### config.mk
export PLATFORM = sky130hd
export DESIGN_NAME = elevator_sched_flat
export DESIGN_NICKNAME = d
export VERILOG_FILES = /design/src/rtl/elevator_sched_pkg.sv /design/src/rtl/elevator_sched_if.sv /design/src/rtl/elevator_sched_tick_timer.sv /design/src/rtl/elevator_sched.sv /design/src/flat_wrapper.sv
export SDC_FILE = /design/constraint.sdc
export NUM_CORES = 1
export LEC_CHECK = 0
export CORE_UTILIZATION = 42
export CTS_CLUSTER_SIZE = 20
export DETAILED_ROUTE_END_ITERATION = 16
export HOLD_SLACK_MARGIN = 0.02
export PLACE_DENSITY = 0.64
export SETUP_SLACK_MARGIN = 0.4
export SKIP_CTS_REPAIR_TIMING = 1
export SYNTH_ARGS = -nofsm -noshare
export SYNTH_HDL_FRONTEND = slang
export SYNTH_SLANG_ARGS = --single-unit
### constraint.sdc
create_clock -name clk -period 2.2 [get_ports clk]
set_input_delay 0.44 -clock clk [delete_from_list [all_inputs] [get_ports clk]]
set_output_delay 0.44 -clock clk [all_outputs]
set_load 0.01 [all_outputs]
### src/rtl/elevator_sched_pkg.sv
// Shared types, constants and direction helpers for the elevator car scheduler.
package elevator_pkg;

  typedef enum logic [1:0] {
    IDLE = 2'd0,
    MOVE = 2'd1,
    DOOR = 2'd2
  } state_t;

  localparam int FLOOR_W          = 3;
  localparam int DEF_N_FLOORS     = 5;
  localparam int DEF_TRAVEL_TICKS = 20;
  localparam int DEF_DOOR_TICKS   = 30;

  // Returns {ahead, behind}: requests strictly beyond the car in its travel direction, and strictly on the other side.
  function automatic logic [1:0] aheadBehind(input logic [7:0] req,
                                             input logic [FLOOR_W-1:0] floorNum,
                                             input logic dirUp);
    logic [7:0] below;
    logic [7:0] above;
    below = (8'd1 << floorNum) - 8'd1;
    above = ~(below | (8'd1 << floorNum));
    if (dirUp) return {|(req & above), |(req & below)};
    else       return {|(req & below), |(req & above)};
  endfunction

endpackage

### src/rtl/elevator_sched_if.sv
// Call/status bundle between the elevator scheduler and its surroundings.
// With DOOR_HOLD_EN defined the bundle also carries the door_hold request.
interface elevator_sched_if import elevator_pkg::*; #(
  parameter int N_FLOORS = DEF_N_FLOORS
);

  logic                tick;
  logic [N_FLOORS-1:0] call_req;
  logic [FLOOR_W-1:0]  floor;
  logic                dir_up;
  logic                moving;
  logic                door_open;
  logic [N_FLOORS-1:0] pending;
`ifdef DOOR_HOLD_EN
  logic                door_hold;

  modport master (output tick, call_req, door_hold,
                  input  floor, dir_up, moving, door_open, pending);
  modport slave  (input  tick, call_req, door_hold,
                  output floor, dir_up, moving, door_open, pending);
`else
  modport master (output tick, call_req,
                  input  floor, dir_up, moving, door_open, pending);
  modport slave  (input  tick, call_req,
                  output floor, dir_up, moving, door_open, pending);
`endif

endinterface

### src/rtl/elevator_sched_tick_timer.sv
// Tick-paced down-counter shared by travel and door timing; expire is a tick seen while the count is 1.
module tick_timer import elevator_pkg::*; #(
  parameter int W = 5
) (
  input  logic         clk,
  input  logic         rst,
  input  logic         i_load,
  input  logic [W-1:0] i_loadVal,
  input  logic         i_tick,
  output logic         o_expire,
  output logic [W-1:0] o_count
);

  logic [W-1:0] r_count;

  // A load always wins so the owner can restart the interval on the same cycle it expires.
  always_ff @(posedge clk or posedge rst) begin
    if (rst) begin
      r_count <= '0;
    end else if (i_load) begin
      r_count <= i_loadVal;
    end else if (i_tick && (r_count != '0)) begin
      r_count <= r_count - 1'b1;
    end
  end

  assign o_expire = i_tick && (r_count == W'(1));
  assign o_count  = r_count;

endmodule

### src/rtl/elevator_sched.sv
// Collective (SCAN) car scheduler: latches calls, times travel and door dwell from tick strobes.
// Optional DOOR_HOLD_EN adds a door_hold input that keeps the door open while asserted.
module elevator_sched import elevator_pkg::*; #(
  parameter int N_FLOORS     = DEF_N_FLOORS,
  parameter int TRAVEL_TICKS = DEF_TRAVEL_TICKS,
  parameter int DOOR_TICKS   = DEF_DOOR_TICKS
) (
  input logic             clk,
  input logic             rst,
  elevator_sched_if.slave bus
);

  localparam int MAX_TICKS = (TRAVEL_TICKS > DOOR_TICKS) ? TRAVEL_TICKS : DOOR_TICKS;
  localparam int TW        = $clog2(MAX_TICKS + 1);
  localparam logic [TW-1:0]       TRAVEL_LOAD = TW'(TRAVEL_TICKS);
  localparam logic [TW-1:0]       DOOR_LOAD   = TW'(DOOR_TICKS);
  localparam logic [N_FLOORS-1:0] HOT_ZERO    = N_FLOORS'(1);

  state_t              r_state;
  logic [FLOOR_W-1:0]  r_floor;
  logic                r_dirUp;
  logic                r_moving;
  logic                r_doorOpen;
  logic [N_FLOORS-1:0] r_pending;

  logic [FLOOR_W-1:0]  w_nextFloor;
  logic [N_FLOORS-1:0] w_floorHot;
  logic [N_FLOORS-1:0] w_nextHot;
  logic [N_FLOORS-1:0] w_clr;
  logic                w_here;
  logic                w_ahead;
  logic                w_behind;
  logic                w_stop;
  logic                w_callHere;
  logic                w_reload;
  logic                w_load;
  logic                w_expire;
  logic [TW-1:0]       w_loadVal;
  logic [TW-1:0]       w_timerCount;

  assign w_floorHot  = HOT_ZERO << r_floor;
  assign w_nextFloor = r_dirUp ? (r_floor + 1'b1) : (r_floor - 1'b1);
  assign w_nextHot   = HOT_ZERO << w_nextFloor;
  assign {w_ahead, w_behind} = aheadBehind(8'(r_pending), r_floor, r_dirUp);
  assign w_here      = |(r_pending & w_floorHot);
  assign w_stop      = |((r_pending | bus.call_req) & w_nextHot);
  assign w_callHere  = |(bus.call_req & w_floorHot);
`ifdef DOOR_HOLD_EN
  assign w_reload    = w_callHere | bus.door_hold;
`else
  assign w_reload    = w_callHere;
`endif

  // Timer reloads and the request-clear mask follow the same decisions the FSM below takes.
  always_comb begin
    w_load    = 1'b0;
    w_loadVal = TRAVEL_LOAD;
    w_clr     = '0;
    case (r_state)
      IDLE: begin
        if (w_here) begin
          w_load    = 1'b1;
          w_loadVal = DOOR_LOAD;
          w_clr     = w_floorHot;
        end else if (w_ahead || w_behind) begin
          w_load    = 1'b1;
        end
      end
      MOVE: begin
        if (w_expire) begin
          w_load = 1'b1;
          if (w_stop) begin
            w_loadVal = DOOR_LOAD;
            w_clr     = w_nextHot;
          end
        end
      end
      DOOR: begin
        w_clr = w_floorHot;
        if (w_reload) begin
          w_load    = 1'b1;
          w_loadVal = DOOR_LOAD;
        end else if (w_expire && (w_ahead || w_behind)) begin
          w_load    = 1'b1;
        end
      end
      default: begin
        w_load = 1'b0;
      end
    endcase
  end

  tick_timer #(.W(TW)) u_timer (
    .clk       (clk),
    .rst       (rst),
    .i_load    (w_load),
    .i_loadVal (w_loadVal),
    .i_tick    (bus.tick),
    .o_expire  (w_expire),
    .o_count   (w_timerCount)
  );

  always_ff @(posedge clk or posedge rst) begin
    if (rst) begin
      r_state    <= IDLE;
      r_floor    <= '0;
      r_dirUp    <= 1'b1;
      r_moving   <= 1'b0;
      r_doorOpen <= 1'b0;
      r_pending  <= '0;
    end else begin
      r_pending <= (r_pending | bus.call_req) & ~w_clr;
      case (r_state)
        IDLE: begin
          if (w_here) begin
            r_state    <= DOOR;
            r_doorOpen <= 1'b1;
          end else if (w_ahead) begin
            r_state    <= MOVE;
            r_moving   <= 1'b1;
          end else if (w_behind) begin
            r_state    <= MOVE;
            r_moving   <= 1'b1;
            r_dirUp    <= ~r_dirUp;
          end
        end
        MOVE: begin
          if (w_expire) begin
            r_floor <= w_nextFloor;
            if (w_stop) begin
              r_state    <= DOOR;
              r_moving   <= 1'b0;
              r_doorOpen <= 1'b1;
            end
          end
        end
        DOOR: begin
          // A same-floor call (or hold) on the expiring tick keeps the door open rather than leaving.
          if (w_expire && !w_reload) begin
            r_doorOpen <= 1'b0;
            if (w_ahead) begin
              r_state  <= MOVE;
              r_moving <= 1'b1;
            end else if (w_behind) begin
              r_state  <= MOVE;
              r_moving <= 1'b1;
              r_dirUp  <= ~r_dirUp;
            end else begin
              r_state  <= IDLE;
            end
          end
        end
        default: begin
          r_state    <= IDLE;
          r_moving   <= 1'b0;
          r_doorOpen <= 1'b0;
        end
      endcase
    end
  end

  assign bus.floor     = r_floor;
  assign bus.dir_up    = r_dirUp;
  assign bus.moving    = r_moving;
  assign bus.door_open = r_doorOpen;
  assign bus.pending   = r_pending;

  // Travel only ever heads toward an outstanding request, so the car can never run past an end floor.
  aMoveHasTarget: assert property (@(posedge clk) disable iff (rst) (r_state == MOVE) |-> w_ahead);
  aFloorInRange:  assert property (@(posedge clk) disable iff (rst) 32'(r_floor) < N_FLOORS);
  aExclusive:     assert property (@(posedge clk) disable iff (rst) !(r_moving && r_doorOpen));
  aTimerArmed:    assert property (@(posedge clk) disable iff (rst) (r_state != IDLE) |-> (w_timerCount != '0));

endmodule

### src/flat_wrapper.sv
// flat-port wrapper written by rule: the top's interface ports become plain ports
module elevator_sched_flat import elevator_pkg::*;
#(
  parameter int N_FLOORS     = DEF_N_FLOORS,
  parameter int TRAVEL_TICKS = DEF_TRAVEL_TICKS,
  parameter int DOOR_TICKS   = DEF_DOOR_TICKS
)
  (clk, rst, bus_tick, bus_call_req, bus_floor, bus_dir_up, bus_moving, bus_door_open, bus_pending);
  elevator_sched_if #(.N_FLOORS(N_FLOORS)) bus_i ();
  input logic clk;
  input logic rst;
  input wire logic [$bits(bus_i.tick)-1:0] bus_tick;
  input wire logic [$bits(bus_i.call_req)-1:0] bus_call_req;
  output wire logic [$bits(bus_i.floor)-1:0] bus_floor;
  output wire logic [$bits(bus_i.dir_up)-1:0] bus_dir_up;
  output wire logic [$bits(bus_i.moving)-1:0] bus_moving;
  output wire logic [$bits(bus_i.door_open)-1:0] bus_door_open;
  output wire logic [$bits(bus_i.pending)-1:0] bus_pending;
  assign bus_i.tick = bus_tick;
  assign bus_i.call_req = bus_call_req;
  assign bus_floor = bus_i.floor;
  assign bus_dir_up = bus_i.dir_up;
  assign bus_moving = bus_i.moving;
  assign bus_door_open = bus_i.door_open;
  assign bus_pending = bus_i.pending;
  elevator_sched #(.N_FLOORS(N_FLOORS), .TRAVEL_TICKS(TRAVEL_TICKS), .DOOR_TICKS(DOOR_TICKS)) u_core (.clk(clk), .rst(rst), .bus(bus_i));
endmodule
# Yosys cells after proc, flatten, opt, wreduce, memory -nomap -nowiden
# Cells that the tools add are included.
# word_totals
word_cells,99
register_bits,18
output_inout_bits,11
in_bits,8
# classes
eq_ne,9
mux,45
shifts,3
bitwise_logic,11
add_sub_neg,4
n_reduce_logical,20
# ops
op,count
$mux 5,6
$pmux 5 s3,2
$and 5x5->5,4
$mux 1,20
$and 5x8->8,2
$mux 2,8
$reduce_or 8->1,2
$reduce_or 5->1,3
$mux 4,3
$reduce_and 4->1,3
$shl 1x3->5 const A,2
$pmux 1 s3,3
$ne 2x1->1 const B,4
$not 8->8,1
$or 8x8->8,1
$shl 1x3->8 const A,1
$sub 8x1->8 const B,1
$pmux 2 s3,1
$eq 5x1->1 const B,1
$not 5->5,1
$or 5x5->5,1
$reduce_bool 5->1,1
$sub 5x1->5 const B,1
$logic_and 1x1->1,4
15 further kinds,16

# Longest topological paths before layout
# Gate-level depths: netlist (run 1).
# logic_depth
depth_word,13
ltp_mapped,9
mapped_depth_nobuf,9

# By module
# Synthesis (run 1) repeated with hierarchy kept, for this count alone.
# hier_totals
cells_unflattened,162
area_unflattened_um2,1502.7
# by_module_without_submodules
module,seq_area_each_um2,area_per_inst_um2,n_inst,cells_per_inst
elevator_sched,326.6,1163.6,1,126
tick_timer,125.1,339.1,1,36

# Worst setup path before layout (run 1)
# Ideal clock, no wire load.
# synth_timing
path_type,register to register
from,register u_core.r_floor[1] (netlist: u_core.bus.floor[1])
to,register u_core.u_timer.r_count[4] (netlist: u_core.u_timer.o_count[4])
slack_ps,-320
required_time_ps,2069
setup_ps,131
period_less_slack_ps,2520
stages_incl_launch_ff,10
arrival_ps,2389
path_buffers,1
path_cell_list,dfrtp_1 buf_2 nor3b_2 inv_1 ha_1 a222oi_1 nand2_1 o211ai_1 nand2_1 or3_1
# synth_via
elab_chain_len,13
elab_cells_between_ends,23
cone_classes,add/sub (1); shift (2); mux (7); bitwise (6); reduce/logical (7)
# synth_lines
element,line,source
from (decl),elevator_sched.sv:20,logic [FLOOR_W-1:0] r_floor;
from (signal assigned),elevator_sched.sv:129,r_floor <= w_nextFloor;
$shl 1x3->8,"elevator_sched_pkg.sv:21, elevator_sched_pkg.sv:22",
$sub 8x1->8,elevator_sched_pkg.sv:21,below = (8'd1 << floorNum) - 8'd1;
$or 8x8->8,elevator_sched_pkg.sv:22,above = ~(below | (8'd1 << floorNum));
$not 8->8,elevator_sched_pkg.sv:22,
$and 5x8->8,"elevator_sched_pkg.sv:23, elevator_sched_pkg.sv:24",
$reduce_or 8->1,"elevator_sched_pkg.sv:23, elevator_sched_pkg.sv:24",
$mux 2,elevator_sched_pkg.sv:23,"if (dirUp) return {|(req & above), |(req & below)};"
$logic_or 1x1->1,"elevator_sched.sv:65, elevator_sched.sv:83",
$logic_and 1x1->1,elevator_sched.sv:83,end else if (w_expire && (w_ahead || w_behind)) begin
$mux 1,elevator_sched.sv:83,
$mux 1,elevator_sched.sv:80,if (w_reload) begin
$pmux 1 s3 (*),elevator_sched.sv:59,case (r_state)
$mux 5 or $reduce_bool 2->1 (tied branches),n/a,
to (signal assigned),elevator_sched_tick_timer.sv:21,r_count <= i_loadVal;
to (signal assigned),elevator_sched_tick_timer.sv:23,r_count <= r_count - 1'b1;
to (decl),elevator_sched_tick_timer.sv:14,logic [W-1:0] r_count;
# Every way passes the cells marked *; elsewhere a longest branch is shown, timed or not.
# A chain may end at the register's enable or synchronous reset.

# Worst setup path after layout (run 1)
# layout_timing
from,register u_core.r_floor[0] (netlist: u_core.bus.floor[0])
to,register u_core.u_timer.r_count[4] (netlist: u_core.u_timer.o_count[4])
# The elaborated chain is that of the path after synthesis.

==> results of run 1 <==
## final timing paths
path                                     start                   endpoint  slack [ps]  cells after the start
min in group clk             u_core.bus.moving          u_core.bus.moving         540                      1
setup reg to reg           u_core.bus.floor[0]  u_core.u_timer.o_count[4]        -220                      9
setup / recovery           u_core.bus.floor[0]  u_core.u_timer.o_count[4]        -220                      9
max in group asynchronous                  rst  u_core.u_timer.o_count[1]        1240                      3
hold reg to reg              u_core.bus.moving          u_core.bus.moving         540                      1
hold / removal                             rst      u_core.bus.pending[4]         450                      2
## routing by layer
layer | vias to the layer above | GRT usage | part of all wire
li1 | 694 | - | -
met1 | 717 | 0.354 | 0.48
met2 | 33 | 0.393 | 0.47
met3 | 4 | 0.0420 | 0.038
met4 | 0 | 0.0779 | 0.010
met5 | - | 0 | 0
## power by group through the flow
stage	Sequential, µW	Clock [µW]	Combinational (µW)
after floorplan	510	0	528
after global placement	532	0	758
after detailed placement	542	0	790
after CTS	536	184	794
after global routing	565	198	943
final	550	181	866
## layout make-up
cell class              count  area, µm²
flip-flops and latches     18        458
fillers                   291       1130
multi-input cells         119       1110
inverters                  14       57.6
well taps                  46       57.6
clock buffers               4       26.3
repair buffers             56        493
## Yosys cell counts (2+ instances only)
cell type / number
dfrtp_1: 17
inv_1: 14
nor2_1: 13
ha_1: 10
a21oi_1: 8
nor3_1: 7
o21a_1: 7
nand2_1: 6
nand3_1: 5
a211oi_1: 4
a21o_1: 4
buf_2: 3
clkbuf_1: 3
mux2_2: 3
nand3b_1: 3
o21ai_1: 3
a221oi_1: 2
a222oi_1: 2
a31oi_1: 2
and2_1: 2
o211ai_1: 2
xnor2_1: 2
## state kept, by name (all words and copies together), names as in the netlist
register,flops
u_core.u_timer.o_count,5
u_core.bus.dir_up,1
u_core.bus.pending,5
u_core.bus.floor,3
u_core.bus.door_open,1
u_core.r_state,2
u_core.bus.moving,1
## through the flow
stage,cell area (µm²),cells,setup TNS [ps]
floorplan,1490,157,-718
global placement,1960,250,-1660
detailed placement,1960,250,-2010
CTS,1980,254,-2320
global route,2200,257,-2820
finish,2200,257,-1520
## cells by family after synthesis
kind of cell    Yosys count
mux                       4
simple gates             48
xor+xnor                  3
compound gates           53
fa+ha+maj                11
flops                    18
buf+inv                  20
## critical path, stage by stage (launching register included)
cell	delay [ps]
dfrtp_2	470
nor3b_4	200
inv_1	70
ha_1	290
a222oi_1	330
buf_4	190
nand2_2	50
o211ai_1	260
nand2_1	130
or3_1	310
==> metrics.md, run 1 <==
| Metric | Value |
|---|---|
| CTS root buf | `clkbuf_4` |
| Initial DRC Count | `92` |
| Routed WL | `4450 µm` |
| Clock skew | `between 4 and 5 ps` |
| # rows | `21` |
| Initial Util | `0.441` |
| LEAKAGE | `between 0.0009 and 0.001 µW` |
| Mux cell area share after synthesis | `0.0297` |
| Die H | `61.2 µm` |
| Combinational power share | `0.542` |
| Initial antenna violation count | `0` |
| VDD IR max | `0.617 mV` |
| Largest area contributor in the netlist | `dfrtp_1` |
| Sink Count | `18` |
| GRT Resource Usage Total | `0.251` |
| Gate Count Post-Synth | `between 150 and 200` |
| Reg power frac | `0.344` |
| Yosys top cell area share | `0.289` |
| CTS tree | `done` |
| H-tree Lvls | `1` |
| Final global-route overflow total | `0` |
| XOR/XNOR share of the synthesized area | `0.0280` |
| Slew @ Worst Pin | `689 ps` |
| Status | `finished with violations` |
| Net count, final | `231` |
| IO buf count | `18` |
| Setup Crit Path Kind | `reg2reg` |
| CP endpoint kind | `register` |
| Slew headroom | `0.536` |
| Vias in the first global route | `about 1400` |
| Core Region | `0.00334 mm²` |
| Net switching power | `675 µW` |
| Internal | `about 920 µW` |
| Top_reg_cell synth | `dfrtp_1` |
| Switching Fraction | `0.422` |
| Clock share of power | `0.114` |
| Main area contributors after synthesis | `dfrtp_1 29%, ha_1 8.5%, inv_1 3.6%` |
| Vias post-DR | `1448` |
| Final setup violation count | `12` |
| Tcrit/Tclk final | `1.10` |
| Antenna Violating Nets Remaining | `0` |
| CP required | `2380 ps` |
| Main combinational cell family by area after synthesis | `compound AO/OA/AOI/OAI gates` |
| Post-synthesis sequential area ratio | `0.307` |
| Total Power | `1600 µW` |
| Worst-Skew Late Latency | `approximately 300 ps` |
| EDFF count, synth | `0` |
| Hpwl dp | `between 3000 and 4000 µm` |
| Longest Clk Path Bufs | `2` |
| CTS Buf Count | `3` |
| Power density cells | `725 mW/mm²` |
| Avg Cell Area, Syn | `9.38 µm²` |
| Seq cells post-synth | `18` |
| Synth unique cells | `57` |
| Yosys Warn Count | `0` |
| Adder-cell share of the synthesized area | `0.0986` |
| TritonRoute pass-1 iters | `5` |
| Hold WS | `446 ps` |
| Largest net degree at the start of global routing | `11` |
| Post-Place Worst Slack | `-236 ps` |
| CTS clk-pin slew, worst paths | `110 ps` |
| Area Growth Syn to Fin | `49.6%` |
| RSZ-0062 raised after global routing | `true` |
| Most frequent cells in the layout | `34 x buf_4, 13 x nor2_1, 13 x clkdlybuf4s50_1` |
| Top-level port count | `19` |
| Layout cells sized above 1 | `0.441` |
| Fin util | `0.660` |
| Simple-gate share of the synthesized area | `0.184` |
| Compound-Gate Fraction of Synth Area | `0.299` |
| Netlist Area Pre-Place | `0.00147 mm²` |
| DR vias/cell | `5.63` |
| Commonest non-fill, non-tap cell in the layout | `buf_4` |
| First-pass GRT wire length | `6640 µm` |
| Diode count | `0` |
| Per-cell routed wire length | `~17 µm` |
| Worst Hold Class | `in2async` |
| Routability Congestion | `0.910` |
| Fmax | `0.414 GHz` |
| Die Width | `61.2 µm` |
| CP Launch Type | `register` |
| Async SR Flop Fraction | `1.00` |
| Worst-path fanout max | `4` |
| Final hold viol count | `0` |
| Maxcap violations | `0` |
| Worst EP arrival | `2600 ps` |
| # DRC | `0` |
| Final worst slack | `-217 ps` |
| Die area | `0.00375 mm²` |
| Failing checks | `negative setup slack` |
| Fin. max-slew vios | `0` |
| Net Count, Synth | `~180` |
| Final Critical Period | `~2400 ps` |
Power figures use the tool's default switching activity.
==> run 2, diff against run 1 <==
--- a/config.mk
+++ b/config.mk
@@ -5,8 +5,9 @@
 export SDC_FILE = /design/constraint.sdc
 export NUM_CORES = 1
 export LEC_CHECK = 0
+export ABC_CLOCK_PERIOD_IN_PS = 2200
 export CORE_UTILIZATION = 42
-export CTS_CLUSTER_SIZE = 20
+export CTS_CLUSTER_SIZE = 40
 export DETAILED_ROUTE_END_ITERATION = 16
 export HOLD_SLACK_MARGIN = 0.02
 export PLACE_DENSITY = 0.64
==> results of run 2 <==
No change in the layout: final DEF, timing and power equal those of run 1.
